--- src/rtl/fetch_stage.sv ---
// Instruction fetch stage: owns the PC, drives instruction memory, fills the IF/ID register.
// Optional build macro FETCH_PERF_CNT_EN adds fetch_count/stall_count performance counters.
module fetch_stage #(
  parameter logic [7:0]  RESET_PC  = 8'h00,
  parameter logic [31:0] NOP_INSTR = 32'h00000013,
  parameter logic [7:0]  PC_STEP   = 8'd4
) (
  input  logic        clk,
  input  logic        reset,
  input  logic        stall,
  input  logic        redirect_valid,
  input  logic [7:0]  redirect_target,
  output logic [7:0]  inst_addr,
  input  logic [31:0] inst_data,
  output logic        id_valid,
  output logic [31:0] id_instr,
  output logic [7:0]  id_pc,
  output logic [7:0]  id_pc_plus4,
  output logic [1:0]  fetch_state
`ifdef FETCH_PERF_CNT_EN
  ,
  output logic [15:0] fetch_count,
  output logic [15:0] stall_count
`endif
);

  typedef enum logic [1:0] {
    IDLE  = 2'd0,
    RUN   = 2'd1,
    STALL = 2'd2
  } state_t;

  state_t     state;
  logic [7:0] pc;

  assign inst_addr   = pc;
  assign fetch_state = state;

  // Priority: reset > redirect > stall > advance; all arithmetic wraps at 8 bits.
  always_ff @(posedge clk) begin
    if (reset) begin
      pc          <= {RESET_PC[7:2], 2'b00};
      id_valid    <= 1'b0;
      id_instr    <= NOP_INSTR;
      id_pc       <= 8'h00;
      id_pc_plus4 <= 8'h04;
      state       <= IDLE;
    end else if (redirect_valid) begin
      pc          <= redirect_target & 8'hFC;
      id_valid    <= 1'b0;
      id_instr    <= NOP_INSTR;
      id_pc       <= 8'h00;
      id_pc_plus4 <= 8'h04;
      state       <= RUN;
    end else if (stall) begin
      state       <= STALL;
    end else begin
      pc          <= pc + PC_STEP;
      id_valid    <= 1'b1;
      id_instr    <= inst_data;
      id_pc       <= pc;
      id_pc_plus4 <= pc + 8'd4;
      state       <= RUN;
    end
  end

`ifdef FETCH_PERF_CNT_EN
  // Redirect edges count as neither a fetch nor a stall.
  always_ff @(posedge clk) begin
    if (reset) begin
      fetch_count <= 16'h0000;
      stall_count <= 16'h0000;
    end else if (!redirect_valid) begin
      if (stall) begin
        stall_count <= stall_count + 16'h0001;
      end else begin
        fetch_count <= fetch_count + 16'h0001;
      end
    end
  end
`else
  // Counter-free build: no additional state.
`endif

endmodule

--- config.mk ---
export PLATFORM = sky130hd
export DESIGN_NAME = fetch_stage
export DESIGN_NICKNAME = d
export VERILOG_FILES = /design/src/rtl/fetch_stage.sv
export SDC_FILE = /design/constraint.sdc
export NUM_CORES = 1
export LEC_CHECK = 0
export BUFFER_PORTS_ARGS = -buffer_cell sky130_fd_sc_hd__buf_4
export CAP_MARGIN = 20
export CORE_MARGIN = 3
export CORE_UTILIZATION = 48
export CTS_CLUSTER_DIAMETER = 80
export DETAILED_ROUTE_END_ITERATION = 6
export PLACE_DENSITY = 0.87
export SYNTH_ARGS = -nofsm -noshare
export SYNTH_HDL_FRONTEND = slang
export SYNTH_SLANG_ARGS = --single-unit
export TNS_END_PERCENT = 5
--- constraint.sdc ---
create_clock -name clk -period 2.2 [get_ports clk]
set_input_delay 0.11 -clock clk [delete_from_list [all_inputs] [get_ports clk]]
set_output_delay 0.11 -clock clk [all_outputs]
set_load 0.05 [all_outputs]
==> reports/qor.txt, run 1 <==
register area share after synthesis = 52.0%
Top-Level Pins = 103
WS Path Type = reg2reg
wire per inst = 13.0 um
die height = 71.2 um
status = complete, no violations
Post-Syn Area = 2040 um2
Placed Area = 2740 um2
final hold violation count = 0
drt total wl = 4460 um
postcts setup bufs = 0
RR Startpoint = inst_addr[2]
hold path start = inst_data[4]
Fmax = 0.664 GHz
Sum Neg Setup Slack = 0 ns
Slew headroom = 66.2%
top cell type's share of synthesized area = 52.0%
# fillers = 338
hpwl dp = 3350 um
Hold/Removal Path Class = in2reg
crit path launch = inst_addr[2]
switch share = 27.2%
max_cap viols = 0
WP data arrival = 1.71 ns
DR pass1 iterations = 5
antenna violations before repair = 0
Hold WS = 0.0207 ns
First DRT Iteration DRCs = 50
Net Sw Power = 0.000566 W
Clk pwr share = 31.9%
highest net fanout along the worst path = 7
total grt overflow = 0
# DRC = 0
fin crit share = 68.5%
Post-synth EDFFs = 0
Tmin final = 1.51 ns
PD cells = 728 nW/um2
synth warn = 0
Clock Sinks = 53
Area Overhead vs Synth = 40.0%
Logic pwr share = 18.8%
final net count = 338
final core utilization = 70.5%
Clk Latency, worst-skew pair = 0.29 ns
CP required = 2.40 ns
CTS Root Cell = clkbuf_8
Seq pwr share = 49.3%
Starting Density = 50.3%
via count = 1697
Die X = 71.2 um
largest net degree at the start of global routing = 34
GPL Wtd Cong = 0.773
Via density = 4.93
Primary FF master, synth = dfxtp_1
final max-slew violation count = 0
Resize count post-CTS = 0
hold path depth = 3
area of the die = 5070 um2
total power = 0.00208 W
Port Buf Inserts = 94
core area = 4060 um2
CTS Buf Count = 5
Leak = 1.39 nW
Post-DRT Antenna Nets = 0
cell accounting for the most synthesized area = dfxtp_1
GR Util All Layers = 17.4%
final instance area = 2860 um2
row cnt = 23
layout cells sized above 1 = 36.4%
top-count cell post-synth = dfxtp_1
first-pass GRT wire length = 7280 um
Worst setup SP type = flop
Post-Synthesis Cells = 202
Post-Syn Area per Cell = 10.1 um2
Commonest cells post-synth = 53 x dfxtp_1, 42 x nor2_1, 38 x mux2i_1
Clock Tree Buf Depth = 2
clk slew on worst S/H paths = 0.09 ns
Cell variety after synth = 28
Synth Register Bits = 53
Worst setup EP type = flop
Worst Tran Pin Value = 0.507 ns
final setup fails = 0
Int Power = 0.00151 W
Worst Skew = 0.00694 ns
CTS tree = done
ys async rst share = 0%
RSZ-0062 raised after global routing = false
number of global-route vias before repair = 1652
Worst R2R Path Depth = 4
H-tree depth = 2
antenna cells = 0
VDD IR max = 0.603 mV
CTS hold repair buffers = 0
main area contributors after synthesis = dfxtp_1 52%, mux2i_1 19%, nor2_1 7.7%
worst max-delay path: stages, from the launching register on:
cell	delay [ns]
dfxtp_1	0.48
ha_1	0.26
nand3_2	0.11
or3_1	0.33
a311oi_1	0.24
power by group through the flow:
| stage | clock (W) | sequential (W) | combinational, W |
|---|---|---|---|
| global route | 0.000725 | 0.00103 | 0.000417 |
| global placement | 0 | 0.00105 | 0.000391 |
| floorplan | 0 | 0.00117 | 0.000149 |
| CTS | 0.000686 | 0.00103 | 0.000396 |
| finish | 0.000664 | 0.00102 | 0.000392 |
| detailed placement | 0 | 0.00105 | 0.000396 |
per-stage QoR:
stage,worst slack [ns],cells
floorplan,0.460,207
global placement,0.759,336
detailed placement,0.715,336
CTS,0.679,344
global route,0.541,344
finish,0.694,344
registers in the layout (all words and copies together) (netlist names):
name	flops
inst_addr	6
id_instr	32
id_pc_plus4	6
id_pc	6
fetch_state	2
id_valid	1
cell type report:
cell class	instances	area, um2	share of cell area (%)
clock buffer	7	86.3	3.02
sequential	53	1060	37.1
inverter	5	18.8	0.656
multi-input combinational	131	872	30.5
clock inverter	1	30.0	1.05
tap	50	62.6	2.19
timing repair buffer	97	728	25.5
placed cells by master (no fill, tap or decap), types with 2 or more instances in the layout:
cell	instances
xor2_1	4
and4_1	2
a211oi_1	5
a21oi_1	7
nor2b_1	4
nor2_1	42
o21ai_0	2
conb_1	6
clkbuf_8	6
xnor2_1	2
buf_4	97
a2111oi_2	2
inv_1	5
nand2_1	5
o21ai_1	2
dfxtp_1	53
mux2i_1	38
kinds of logic after synthesis:
family,Yosys count,share of synthesized area (%)
and+or+nand+nor,61,13.4
AOI/OAI and AO/OA,19,6.43
xor gates and xnor gates,6,2.57
adders and majority gates,1,0.613
DFF,53,52.0
other,1,0.184
buffers and inverters,23,6.25
muxes,38,18.6
path summary, 6_finish.rpt:
kind,end,slack [ns]
max,inst_addr[6],0.69
min,id_instr[4],0.02
max reg2reg,inst_addr[6],0.69
min reg2reg,id_valid,0.47
layer usage:
layer	part of all wire (%)	GRT usage [%]
met1	39	18.9
met2	51	31.6
met3	9.6	7.01
met4	0.43	3.97
met5	0	0
Note: power is estimated with default switching activity, not from simulation.
==> run 2, diff against run 1 <==
--- a/config.mk
+++ b/config.mk
@@ -5,13 +5,14 @@
 export SDC_FILE = /design/constraint.sdc
 export NUM_CORES = 1
 export LEC_CHECK = 0
+export ABC_AREA = 1
 export BUFFER_PORTS_ARGS = -buffer_cell sky130_fd_sc_hd__buf_4
 export CAP_MARGIN = 20
 export CORE_MARGIN = 3
-export CORE_UTILIZATION = 48
+export CORE_UTILIZATION = 44
 export CTS_CLUSTER_DIAMETER = 80
 export DETAILED_ROUTE_END_ITERATION = 6
-export PLACE_DENSITY = 0.87
+export PLACE_DENSITY = 0.82
 export SYNTH_ARGS = -nofsm -noshare
 export SYNTH_HDL_FRONTEND = slang
 export SYNTH_SLANG_ARGS = --single-unit
==> constraint.sdc (replaced) <==
create_clock -name clk -period 1.5 [get_ports clk]
set_input_delay 0.075 -clock clk [delete_from_list [all_inputs] [get_ports clk]]
set_output_delay 0.075 -clock clk [all_outputs]
set_load 0.05 [all_outputs]
==> run 2 against run 1 <==
Die area is 1.8% higher. Area after synthesis is 6.5% lower. Flip-flop and latch count stayed put.
==> reports/qor.txt, run 2 <==
Leak = 1.52 nW (+10%)
CTS tree = done
WS Path Type = in2reg
Net Sw Power = 0.000827 W (+46%)
Hold WS = 0.0159 ns (-0.00478 ns)
Slew headroom = 66.8% (+0.61 points)
Post-synth EDFFs = 0 (unchanged)
Simple-Gate Fraction of Synth Area = 27.6% (+14 points)
final core utilization = 73.2% (+2.8 points)
Cell variety after synth = 22 (-21%)
Sum Neg Setup Slack = 0 ns (unchanged)
synth warn = 0 (unchanged)
main area contributors after synthesis = dfxtp_1 56%, nand2_1 22%, buf_4 3.5%
Fmax = 0.727 GHz
Clk Latency, worst-skew pair = 0.30 ns (about the same)
Worst setup EP type = flop
Worst setup SP type = input port
top cell type's share of synthesized area = 55.6% (+3.6 points)
number of global-route vias before repair = 1793 (+8.5%)
RSZ-0062 raised after global routing = false
Post-DRT Antenna Nets = 0 (unchanged)
Seq pwr share = 52.8% (+3.5 points)
Hold/Removal Path Class = in2reg
CP required = 1.73 ns (-0.67 ns)
wire per inst = 12.6 um (-3.1%)
core area = 4090 um2 (+0.71%)
via count = 1903 (+12%)
post-synthesis mux area share = 0% (-19 points)
Clock Sinks = 53 (unchanged)
status = complete, no violations
First DRT Iteration DRCs = 87 (+74%)
Synth Register Bits = 53 (unchanged)
CTS Buf Count = 5 (unchanged)
area of the die = 5170 um2 (+1.8%)
GR Util All Layers = 20.2% (+2.7 points)
switch share = 29.2% (+2.0 points)
postcts setup bufs = 0 (unchanged)
Die X = 71.9 um (+0.91%)
CTS Root Cell = clkbuf_8
Post-Syn Area = 1910 um2 (-6.5%)
Post-Syn Area per Cell = 7.96 um2 (-21%)
Int Power = 0.00200 W (+32%)
DP Worst Slack = 0.312 ns (-0.403 ns)
top-count cell post-synth = nand2_1
Worst Tran Pin Value = 0.496 ns (-0.0110 ns)
adder-cell share of the synthesized area = 0.655% (+0.043 points)
max_cap viols = 0 (unchanged)
antenna violations before repair = 0 (unchanged)
Area Overhead vs Synth = 56.7%
die height = 71.9 um (+0.91%)
Clock Tree Buf Depth = 2 (unchanged)
final max-slew violation count = 0 (unchanged)
Primary FF master, synth = dfxtp_1
Synth Area in XOR/XNOR = 0.459% (-2.1 points)
largest family of logic cells by synthesized area = simple AND/OR/NAND/NOR gates
highest net fanout along the worst path = 18 (+11)
WP data arrival = 1.60 ns (-0.11 ns)
H-tree depth = 2 (unchanged)
Logic pwr share = 20.3% (+1.5 points)
DR pass1 iterations = 4 (-1)
Worst Skew = 0.00704 ns (+0.0000922 ns)
RR Startpoint = inst_addr[3]
final net count = 406 (+20%)
register area share after synthesis = 55.6% (+3.6 points)
Biggest register = id_instr
Commonest cells post-synth = 113 x nand2_1, 53 x dfxtp_1, 13 x a21oi_1
hold path start = redirect_target[3]
Synth Area in Compound Gates = 7.93% (+1.5 points)
fin crit share = 91.7%
Top-Level Pins = 103 (unchanged)
GPL Wtd Cong = 0.741 (-4.2%)
final setup fails = 0 (unchanged)
clk slew on worst S/H paths = 0.09 ns (about the same)
largest net degree at the start of global routing = 26 (-24%)
most common cell after layout, fill and taps aside = nand2_1
layout cells sized above 1 = 29.8% (-6.6 points)
cell accounting for the most synthesized area = dfxtp_1
ys async rst share = 0% (unchanged)
Starting Density = 46.7% (-3.6 points)
first-pass GRT wire length = 8160 um (+12%)
final hold violation count = 0 (unchanged)
Clk pwr share = 26.8% (-5.1 points)
VDD IR max = 0.613 mV (+1.7%)
hpwl dp = 3420 um (+2.0%)
drt total wl = 5170 um (+16%)
PD cells = 946 nW/um2 (+30%)
Post-Synthesis Cells = 240 (+19%)
antenna cells = 0 (unchanged)
Port Buf Inserts = 94 (unchanged)
most frequent cells in the layout = 113 x nand2_1, 94 x buf_4, 53 x dfxtp_1, 29 x dlygate4sd3_1, 13 x a21oi_1
# fillers = 327 (-3.3%)
crit path launch = reset
total grt overflow = 0 (unchanged)
Via density = 4.62 (-6.4%)
Largest register FFs = 32 (unchanged)
row cnt = 23 (unchanged)
Tmin final = 1.37 ns
# DRC = 0 (unchanged)
worst setup margin = 0.125 ns (-0.569 ns)
run 2: cell types whose count changed in the layout (fill, tap and decap cells not counted), moves of 3 or more:
cell | previous run | this run
a211oi_1 | 5 | 0
a21oi_1 | 7 | 13
buf_4 | 97 | 94
clkinv_2 | 0 | 3
dlygate4sd3_1 | 0 | 29
inv_1 | 5 | 9
mux2i_1 | 38 | 0
nand2_1 | 5 | 113
nand3_1 | 1 | 11
nor2_1 | 42 | 5
nor2b_1 | 4 | 0
o22a_1 | 0 | 3
xor2_1 | 4 | 1
run 2: power groups by stage:
stage	clock network, W	registers (W)	logic (W)
2_1_floorplan	0	0.00170	0.000152
3_3_place_gp	0	0.00153	0.000505
3_5_place_dp	0	0.00153	0.000512
4_1_cts	0.000791	0.00149	0.000573
5_1_grt	0.000847	0.00150	0.000609
6_report	0.000760	0.00150	0.000575
run 2: worst paths after layout:
check / to / slack (ns) / cells past startpoint
min reg2reg: id_instr[17] / 0.45 / 2
min: inst_addr[3] / 0.02 / 3
max reg2reg: inst_addr[6] / 0.42 / 5
max: inst_addr[3] / 0.13 / 8
run 2: kinds of logic (layout without fill, tap and decap cells):
logic type               Yosys count  in the layout
adder cells (fa/ha/maj)            1              1
flip-flops                        53             53
buffers and inverters             27            144
XOR/XNOR                           1              1
other                              1              6
AO/OA/AOI/OAI                     25             25
AND/OR/NAND/NOR                  132            132
run 2: area by class of cell:
type	instances	area, um2	area share (%)
sequential	53	1060	35.5
timing repair buffer	124	1020	33.9
multi-input combinational	165	722	24.1
clock buffer	6	72.6	2.42
tap	50	62.6	2.09
inverter	12	48.8	1.63
clock inverter	2	10.0	0.334
run 2: timing repair:
action	in CTS	in global routing
hold buffers	29	0
hold endpoints to repair	29	0
endpoints found under the setup margin	0	3
gates resized for setup	0	1
run 2: through the flow:
| stage | std cells | power (W) | instance area, um2 |
|---|---|---|---|
| 5_1_grt | 412 | 0.00296 | 2990 |
| 6_report | 412 | 0.00283 | 2990 |
| 3_5_place_dp | 375 | 0.00204 | 2620 |
| 2_1_floorplan | 245 | 0.00186 | 1930 |
| 3_3_place_gp | 375 | 0.00203 | 2620 |
| 4_1_cts | 412 | 0.00286 | 2990 |
run 2: per-layer routing:
metal	vias up	share of wire, %	track usage, %
met5	-	0	0
met4	0	0.35	5.64
met3	2	6.9	5.89
met2	64	51	36.4
met1	858	42	23.0
li1	979	-	-
run 2: worst max-delay path, cell delays in order:
cell	delay [ns]
dlygate4sd3_1	0.54
buf_4	0.16
nor2_4	0.19
nand2_2	0.12
clkinv_2	0.20
buf_12	0.18
nand2_1	0.06
o211ai_1	0.08
